File: config.mk
export PLATFORM = sky130hd
export DESIGN_NAME = ysyx_24080006_trap_ctrl
export DESIGN_NICKNAME = d
export VERILOG_FILES = /design/src/rtl/ysyx_24080006_pkg.sv /design/src/rtl/ysyx_24080006_trap_prio.sv /design/src/rtl/ysyx_24080006_trap_ctrl.sv
export SDC_FILE = /design/constraint.sdc
export NUM_CORES = 1
export LEC_CHECK = 0
export ABC_AREA = 1
export CORE_AREA = 2 2 142 144
export CTS_CLUSTER_SIZE = 30
export DETAILED_ROUTE_END_ITERATION = 8
export DIE_AREA = 0 0 144 146
export PLACE_DENSITY_LB_ADDON = 0.1
export SLEW_MARGIN = 20
export SYNTH_ARGS = -nofsm -noshare
export SYNTH_HDL_FRONTEND = slang
export SYNTH_SLANG_ARGS = --single-unit
File: constraint.sdc
create_clock -name clock -period 2.3 [get_ports clock]
set_input_delay 0.46 -clock clock [delete_from_list [all_inputs] [get_ports clock]]
set_output_delay 0.46 -clock clock [all_outputs]
set_load 0.05 [all_outputs]
File: src/rtl/ysyx_24080006_pkg.sv
// Shared CSR names, trap FSM encodings, cause codes and mstatus bit helpers
// for the trap sequencer and its priority encoder.
package ysyx_24080006_pkg;

  typedef enum logic [2:0] {
    CSR_NONE    = 3'd0,
    CSR_MSTATUS = 3'd1,
    CSR_MTVEC   = 3'd2,
    CSR_MEPC    = 3'd3,
    CSR_MCAUSE  = 3'd4,
    CSR_MTVAL   = 3'd5,
    CSR_MIE     = 3'd6
  } csr_name_e;

  typedef logic [2:0] trap_state_e;
  localparam trap_state_e ST_IDLE        = 3'd0;
  localparam trap_state_e ST_SAVE_EPC    = 3'd1;
  localparam trap_state_e ST_SAVE_CAUSE  = 3'd2;
  localparam trap_state_e ST_SAVE_TVAL   = 3'd3;
  localparam trap_state_e ST_SAVE_STATUS = 3'd4;
  localparam trap_state_e ST_RESTORE     = 3'd5;
  localparam trap_state_e ST_REDIRECT    = 3'd6;

  localparam logic [31:0] EXC_IF_MISALIGN = 32'd0;
  localparam logic [31:0] EXC_ILLEGAL     = 32'd2;
  localparam logic [31:0] EXC_EBREAK      = 32'd3;
  localparam logic [31:0] EXC_LD_MISALIGN = 32'd4;
  localparam logic [31:0] EXC_ST_MISALIGN = 32'd6;
  localparam logic [31:0] EXC_ECALL       = 32'd11;
  localparam logic [31:0] IRQ_MTIMER      = 32'h8000_0007;

  localparam int MSTATUS_MIE    = 3;
  localparam int MSTATUS_MPIE   = 7;
  localparam int MSTATUS_MPP_LO = 11;
  localparam int MSTATUS_MPP_HI = 12;
  localparam int MIE_MTIE       = 7;

  // Context captured at accept and carried through the write sequence.
  typedef struct packed {
    logic [31:0] cause;
    logic [31:0] epc;
    logic [31:0] tval;
    logic [31:0] target;
    logic        is_irq;
  } trap_ctx_t;

  function automatic logic [31:0] mstatus_on_trap(input logic [31:0] ms);
    logic [31:0] r;
    r = ms;
    r[MSTATUS_MPIE] = ms[MSTATUS_MIE];
    r[MSTATUS_MIE]  = 1'b0;
    r[MSTATUS_MPP_HI:MSTATUS_MPP_LO] = 2'b11;
    return r;
  endfunction

  function automatic logic [31:0] mstatus_on_mret(input logic [31:0] ms);
    logic [31:0] r;
    r = ms;
    r[MSTATUS_MIE]  = ms[MSTATUS_MPIE];
    r[MSTATUS_MPIE] = 1'b1;
    r[MSTATUS_MPP_HI:MSTATUS_MPP_LO] = 2'b11;
    return r;
  endfunction

  function automatic logic [31:0] trap_vector(input logic [31:0] mtvec,
                                              input logic [4:0]  code,
                                              input logic        vec_irq);
    logic [31:0] base;
    logic [31:0] r;
    base = {mtvec[31:2], 2'b00};
    r    = base;
    if (vec_irq && (mtvec[1:0] == 2'b01)) begin
      r = base + {25'd0, code, 2'b00};
    end
    return r;
  endfunction

endpackage

File: src/rtl/ysyx_24080006_trap_prio.sv
// Combinational event selector: exceptions beat mret, mret beats the timer
// interrupt; yields the event class and its mcause value. Zero latency.
module ysyx_24080006_trap_prio
  import ysyx_24080006_pkg::*;
(
  input  logic [5:0]  trap_exc,
  input  logic        trap_mret,
  input  logic        irq_take,
  output logic        is_exc,
  output logic        is_irq,
  output logic        is_mret,
  output logic [31:0] cause
);

  // trap_exc = {st_misalign, ld_misalign, ecall, ebreak, illegal, if_misalign}
  always_comb begin
    is_exc  = |trap_exc;
    is_mret = !is_exc && trap_mret;
    is_irq  = !is_exc && !trap_mret && irq_take;
    cause   = '0;
    if (trap_exc[0]) begin
      cause = EXC_IF_MISALIGN;
    end else if (trap_exc[1]) begin
      cause = EXC_ILLEGAL;
    end else if (trap_exc[2]) begin
      cause = EXC_EBREAK;
    end else if (trap_exc[3]) begin
      cause = EXC_ECALL;
    end else if (trap_exc[4]) begin
      cause = EXC_LD_MISALIGN;
    end else if (trap_exc[5]) begin
      cause = EXC_ST_MISALIGN;
    end else if (is_irq) begin
      cause = IRQ_MTIMER;
    end
  end

endmodule

File: src/rtl/ysyx_24080006_trap_ctrl.sv
// Trap sequencer: one CSR write per cycle (4 for a trap, 3 without mtval, 1 for
// mret), then a PC redirect held until redirect_ready; busy stalls the pipe.
module ysyx_24080006_trap_ctrl
  import ysyx_24080006_pkg::*;
#(
  parameter logic VECTORED_EN = 1'b1,
  parameter logic TVAL_EN     = 1'b1
) (
  input  logic        clock,
  input  logic        reset,
  input  logic        trap_valid,
  output logic        trap_ready,
  input  logic [5:0]  trap_exc,
  input  logic        trap_mret,
  input  logic [31:0] trap_pc,
  input  logic [31:0] trap_npc,
  input  logic [31:0] trap_tval,
  input  logic        irq_ok,
  input  logic        irq_timer,
  input  logic [31:0] csr_mstatus,
  input  logic [31:0] csr_mie,
  input  logic [31:0] csr_mtvec,
  input  logic [31:0] csr_mepc,
  output logic        csr_we,
  output csr_name_e   csr_waddr,
  output logic [31:0] csr_wdata,
  output logic        redirect_valid,
  input  logic        redirect_ready,
  output logic [31:0] redirect_pc,
  output logic        flush,
  output logic        busy
);

  trap_state_e state;
  trap_state_e state_nxt;
  trap_ctx_t   ctx;

  logic        irq_take;
  logic        is_exc;
  logic        is_irq;
  logic        is_mret;
  logic [31:0] sel_cause;
  logic        accept;
  logic        take;
  logic        unused_mie;

  assign unused_mie = ^{csr_mie[31:MIE_MTIE+1], csr_mie[MIE_MTIE-1:0]};

  // irq_timer is level-sensitive and only looked at in the accept cycle.
  assign irq_take = trap_valid & irq_ok & irq_timer
                  & csr_mstatus[MSTATUS_MIE] & csr_mie[MIE_MTIE];

  ysyx_24080006_trap_prio u_prio (
    .trap_exc  (trap_exc),
    .trap_mret (trap_mret),
    .irq_take  (irq_take),
    .is_exc    (is_exc),
    .is_irq    (is_irq),
    .is_mret   (is_mret),
    .cause     (sel_cause)
  );

  assign trap_ready     = (state == ST_IDLE);
  assign accept         = trap_valid & trap_ready;
  // A commit with nothing to take is accepted silently: no flush, no sequence.
  assign take           = accept & (is_exc | is_irq | is_mret);
  assign flush          = take;
  assign busy           = (state != ST_IDLE);
  assign redirect_valid = (state == ST_REDIRECT);
  assign redirect_pc    = redirect_valid ? ctx.target : 32'd0;

  always_comb begin
    state_nxt = state;
    case (state)
      ST_IDLE: begin
        if (take) begin
          state_nxt = is_mret ? ST_RESTORE : ST_SAVE_EPC;
        end
      end
      ST_SAVE_EPC:    state_nxt = ST_SAVE_CAUSE;
      ST_SAVE_CAUSE:  state_nxt = TVAL_EN ? ST_SAVE_TVAL : ST_SAVE_STATUS;
      ST_SAVE_TVAL:   state_nxt = ST_SAVE_STATUS;
      ST_SAVE_STATUS: state_nxt = ST_REDIRECT;
      ST_RESTORE:     state_nxt = ST_REDIRECT;
      ST_REDIRECT: begin
        if (redirect_ready) begin
          state_nxt = ST_IDLE;
        end
      end
      default:        state_nxt = ST_IDLE;
    endcase
  end

  always_comb begin
    csr_we    = 1'b0;
    csr_waddr = CSR_NONE;
    csr_wdata = 32'd0;
    case (state)
      ST_SAVE_EPC: begin
        csr_we    = 1'b1;
        csr_waddr = CSR_MEPC;
        csr_wdata = ctx.epc & ~32'h3;
      end
      ST_SAVE_CAUSE: begin
        csr_we    = 1'b1;
        csr_waddr = CSR_MCAUSE;
        csr_wdata = ctx.cause;
      end
      ST_SAVE_TVAL: begin
        csr_we    = 1'b1;
        csr_waddr = CSR_MTVAL;
        csr_wdata = ctx.tval;
      end
      ST_SAVE_STATUS: begin
        csr_we    = 1'b1;
        csr_waddr = CSR_MSTATUS;
        csr_wdata = mstatus_on_trap(csr_mstatus);
      end
      ST_RESTORE: begin
        csr_we    = 1'b1;
        csr_waddr = CSR_MSTATUS;
        csr_wdata = mstatus_on_mret(csr_mstatus);
      end
      default: ;
    endcase
  end

  always_ff @(posedge clock or negedge reset) begin
    if (!reset) begin
      state <= ST_IDLE;
      ctx   <= '0;
    end else begin
      state <= state_nxt;
      if (take) begin
        ctx.cause  <= sel_cause;
        ctx.epc    <= is_irq ? trap_npc : trap_pc;
        ctx.tval   <= is_exc ? trap_tval : 32'd0;
        ctx.target <= 32'd0;
        ctx.is_irq <= is_irq;
      end
      // Target CSRs are sampled late so a just-written mtvec/mepc is honoured.
      if (state == ST_SAVE_STATUS) begin
        ctx.target <= trap_vector(csr_mtvec, ctx.cause[4:0], VECTORED_EN & ctx.is_irq);
      end
      if (state == ST_RESTORE) begin
        ctx.target <= csr_mepc;
      end
    end
  end

endmodule

-- Yosys cells after proc, flatten, opt, wreduce, memory -nomap -nowiden
Cells that the tools add are included.
- bits in registers: 132
- logic and storage cells: 58
- add/sub/neg operators: 1
- equal/unequal tests: 9
- multiplexer cells: 21
- bitwise gates (word level): 8
- reduce and logical (&&, ||, !) cells: 13
- operator list (kind ; count):
    32-bit 2-to-1 mux ; 13
    32-bit case mux with 5 select lines ; 1
    33-bit 2-to-1 mux ; 1
    32-bit by 7-bit adder with 32-bit output ; 1
    3-bit case mux with 6 select lines ; 1
    3-bit case mux with 4 select lines ; 1
    3-bit equality test (second input constant) ; 3
    3-bit 2-to-1 mux ; 3
    1-bit AND ; 6
    3-bit by 2-bit equality test with 1-bit output (second input constant) ; 2
    3-bit nonzero test ; 2
    6-bit OR reduction ; 1
    5-bit OR reduction ; 1
    1-bit logical AND ; 4
    2-bit by 1-bit != test with 1-bit output (second input constant) ; 2
    3-bit by 1-bit equality test with 1-bit output (second input constant) ; 1
    3-bit zero test ; 1
    2-bit by 1-bit equality test with 1-bit output (second input constant) ; 1
    1-bit zero test ; 2
    1-bit bitwise OR ; 2
    2-bit AND reduction ; 1
    2-bit OR reduction ; 1
    1-bit 2-to-1 mux ; 1

-- Longest topological paths before layout
- depth in word-level cells: 12
- gate-level depth with buffers: 13

-- Hierarchy
A second synthesis with hierarchy kept.
- cell total of the unflattened synthesis: 1114
- area total of the unflattened synthesis: 7773.7 µm²
- modules (own cells, without submodules) (module ; instances ; cells each ; area an instance (µm²)):
    ysyx_24080006_trap_ctrl ; 1 ; 1062 ; 7454.6
    ysyx_24080006_trap_prio ; 1 ; 52 ; 319.1

-- Worst setup path before layout
No wires, ideal clock.
- kind: register -> output
- start point: reg state[1]
- end point: out redirect_pc[10]
- arrival time: 2377 ps
- required time: 1840 ps
- path slack: -537 ps
- cell stages (with the launch flop): 7
- path through: dfrtp_1 buf_2 nand2_1 nor2_1 inv_1 buf_1 nor2_1
- longest elaborated chain between the ends: 2
- RTL lines (element ; line ; text):
    start, declared ; ysyx_24080006_trap_ctrl.sv:34 ; trap_state_e state;
    start signal, assigned ; ysyx_24080006_trap_ctrl.sv:133 ; state <= state_nxt;
    3-bit equality test ; ysyx_24080006_trap_ctrl.sv:69 ; assign redirect_valid = (state == ST_REDIRECT);
    named net redirect_valid ; ysyx_24080006_trap_ctrl.sv:27 ; output logic redirect_valid,
    32-bit 2-to-1 mux ; ysyx_24080006_trap_ctrl.sv:70 ; assign redirect_pc = redirect_valid ? ctx.target : 32'd0;
    end, declared ; ysyx_24080006_trap_ctrl.sv:29 ; output logic [31:0] redirect_pc,
The timed path passes the listed nets, and every way through them passes these cells.

-- Worst setup path after layout
- start point: in csr_mstatus[3]
- end point: out flush
- longest elaborated chain between the ends: 6
- RTL lines (element ; line ; text):
    start, declared ; ysyx_24080006_trap_ctrl.sv:20 ; input logic [31:0] csr_mstatus,
    1-bit AND (2 in series) ; ysyx_24080006_trap_ctrl.sv:51 ; & csr_mstatus[MSTATUS_MIE] & csr_mie[MIE_MTIE];
    1-bit logical AND ; ysyx_24080006_trap_prio.sv:19 ; is_irq = !is_exc && !trap_mret && irq_take;
    1-bit bitwise OR (2 in series) ; ysyx_24080006_trap_ctrl.sv:66 ; assign take = accept & (is_exc | is_irq | is_mret);
    1-bit AND ; ysyx_24080006_trap_ctrl.sv:66 ;
    end, declared ; ysyx_24080006_trap_ctrl.sv:30 ; output logic flush,
No other way between the ends.

==> metrics.cfg <==
[status]
status = finished, final reports clean

[timing]
whs_ns = 0.0572
final.period_utilization = 0.970
fin_worst_skew_ns = 0.00800
finalHoldViolCount = 0
worst_slew_pin_slew_ns = 0.480
slew-limit-headroom = 0.680
period_minus_slack_ns = 2.23
finalSetupTns_ns = 0
clock.fmax_mhz = 448
rsz0062_at_grt = true
setup-violations-final = 0
timing.final.ws_setup_ns = 0.0686
finalMaxSlewViolations = 0

[drt]
dr.first_iter.drc_count = 232
routedWlPerCell_um = 15.1
antenna_left = 0
vias = 7152
drc = 0
via_per_inst = 4.69
first_pass_iters = 4
routed_wl_um = 23000

[layout]
syn2layout_area_growth_pct = 73.3
final_cell_count_no_fill = 1525
layout.nets = 1492
final_cell_area_um2 = 11300
layout-drive-gt1-share = 0.210
final_util = 0.582

[clock_network]
ctsHoldBuffers = 0
worst_skew_pair.late_latency_ns = 0.35
tritoncts = done
cts.sinks = 103
cts-htree-levels = 3
cts_buffers = 9
root_buffer = clkbuf_16
cts_buffer_depth = 2
cts.clk_slew.worst_paths_ns = 0.07

[die]
pin_count = 309
chipHeight_um = 146
coreArea_um2 = 19300
dieWidth_um = 144
rows = 51
dieArea_um2 = 21000
initial_utilization = 0.336

[critical_path]
rr_worst_depth = 10
r2r-start = ctx[99]$_DFFE_PN0P_
r2r-end = ctx[20]$_DFFE_PN0P_
crit_arrival_ns = 1.77
critical-path-max-stage-delay_ns = 0.50
cp_top_family = buffers and inverters
critPathCaptureType = output pin
rrSetupSlack_ns = 0.33
start_kind = primary input
critical_path.max_fanout = 4
critPathBufInv = 2
path_cells = clkdlybuf4s50_1 > nand3_1 > nand3b_4 > nand3_2 > nand2_2 > nor2_4 > buf_12
worst_path_max_delay_cell = clkdlybuf4s50_1
path_class = in -> out
critPathRequiredTime_ns = 1.84

[flow_run]
drv_cap = 0

[placed_design]
dp_hpwl_um = 18200
gp_congestion = 0.862
dp_worst_setup_slack_ns = -0.239
io_buffers = 271
post_dp_cell_area_um2 = 10700
placed_cells = 1498

[yosys]
yosys_register_bits = 103
syn_area_um2 = 6500
ys_warn_count = 0
synth_fp_nets = 1181
synth_ff_type = dfrtp_1
synth_cell_types = 40
synth-async-reset-ratio = 1.00
postSynthCellCount = 939
yosysSeqAreaShare = 0.397
synth_edf_count = 0
synth.avg_cell_area_um2 = 6.92

[grt]
grt_overflow = 0
antenna_found_initial = 3
track_usage = 0.221
first_global_vias = 7095
grt_pass1_wl_um = 36600
grt_max_degree = 63

[power_and_ir_drop]
finalPower_mw = 12.1
power_density_nw_per_um2 = 1080
power_leakage_nw = 4.96
ir_worst_vdd_uv = 571

[min_path]
hp-class = in -> async

where the power goes:
part | total (mW) | leakage (nW) | internal, mW | switching, mW
combinational | 7.58 | 3.53 | 3.24 | 4.34
sequential | 2.93 | 1.28 | 2.60 | 0.331
clock | 1.61 | 0.146 | 0.863 | 0.748
total | 12.1 | 4.96 | 6.70 | 5.42
final cells by class:
class                   instances  area [um2]
diodes                          5        12.5
clock buffers                  10         229
clock inverters                 6        80.1
fillers                      1807        8080
inverters                     129         487
multi-input cells             663        3530
flip-flops and latches        103        2580
well taps                     265         332
repair buffers                344        4010
what timing repair did:
item	CTS	global route
pin swaps	0	7
buffers inserted	2	3
setup endpoints to repair	50	56
endpoints found under the hold margin	0	0
gates resized for setup	40	34
gates cloned	0	1
routing by layer:
layer	track usage	wire, um
met5	0	0
met4	0.0701	476
met3	0.0523	1680
met2	0.378	11300
met1	0.274	9540
sequential cells by signal (all words and copies together) (netlist names):
signal / flops
ctx: 100
state: 3
logic make-up after synthesis:
group	Yosys count	synth area share
AOI/OAI and AO/OA	146	0.136
and+or+nand+nor	506	0.337
buffers and inverters	173	0.111
DFF	103	0.397
xor gates and xnor gates	6	0.00809
adders and majority gates	5	0.0108
synth_stat cells, drive strengths merged (2+ instances only):
| library cell | count | share of area |
|---|---|---|
| nand2 | 290 | 0.17 |
| clkbuf | 19 | 0.011 |
| buf | 25 | 0.026 |
| a21oi | 11 | 0.0085 |
| nand3b | 6 | 0.0089 |
| o21a | 15 | 0.017 |
| nand3 | 104 | 0.081 |
| o21bai | 5 | 0.0058 |
| o21ai | 80 | 0.062 |
| nor3 | 4 | 0.0071 |
| or2 | 2 | 0.0019 |
| nor2 | 87 | 0.058 |
| xor2 | 3 | 0.0040 |
| dfrtp | 103 | 0.40 |
| a221oi | 3 | 0.0040 |
| nand4 | 9 | 0.0087 |
| o211ai | 3 | 0.0035 |
| a22oi | 16 | 0.018 |
| ha | 4 | 0.0077 |
| inv | 129 | 0.075 |
| o221ai | 11 | 0.015 |
| xnor2 | 3 | 0.0040 |
worst register-to-register path: cells and delay by family (launching register included):
kind,cells,cell delay (ns)
and+or+nand+nor,9,1.10
adders and majority gates,1,0.35
DFF,1,0.41
placed cells by master, fill, tap and decap left out, types with 2 or more instances in the layout:
| cell | synthesis | layout |
|---|---|---|
| nand2_1 | 289 | 288 |
| clkdlybuf4s50_1 | 0 | 194 |
| inv_1 | 126 | 121 |
| nand3_1 | 103 | 101 |
| dfrtp_1 | 103 | 101 |
| buf_4 | 3 | 70 |
| buf_12 | 0 | 70 |
| o21ai_0 | 68 | 48 |
| nor2_1 | 78 | 40 |
| nor2_2 | 4 | 32 |
| o21ai_2 | 0 | 18 |
| a22oi_1 | 16 | 16 |
| nor2_4 | 5 | 15 |
| o21a_1 | 15 | 15 |
| o21ai_1 | 12 | 13 |
| o221ai_2 | 0 | 11 |
| a21oi_1 | 11 | 10 |
| clkbuf_16 | 0 | 10 |
| nand4_1 | 9 | 9 |
| inv_2 | 3 | 7 |
| diode_2 | 0 | 5 |
| o21bai_1 | 5 | 5 |
| nand3b_1 | 5 | 5 |
| ha_1 | 4 | 4 |
| dlymetal6s2s_1 | 0 | 4 |
| o211ai_1 | 3 | 3 |
| nand3_2 | 1 | 3 |
| xor2_1 | 3 | 3 |
| xnor2_1 | 3 | 3 |
| buf_6 | 7 | 3 |
| nand2_2 | 1 | 2 |
| a221oi_2 | 0 | 2 |
| nor3_4 | 1 | 2 |
| nor3_2 | 3 | 2 |
| or2_2 | 2 | 2 |
| clkinv_4 | 0 | 2 |
| buf_8 | 0 | 2 |
| dfrtp_2 | 0 | 2 |
how the worst max path moves through the flow:
stage,from,endpoint,slack (ns),depth (start not counted)
floorplan,state[2]$_DFFE_PN0P_,csr_wdata[13],-0.22,6
global placement,csr_mtvec[2],ctx[13]$_DFFE_PN0P_,-0.20,11
detailed placement,csr_mtvec[2],ctx[13]$_DFFE_PN0P_,-0.24,11
CTS,state[2]$_DFFE_PN0P_,csr_wdata[2],0.01,7
global route,state[2]$_DFFE_PN0P_,csr_wdata[31],-0.02,9
finish,csr_mstatus[3],flush,0.07,7
Power figures use the tool's default switching activity.
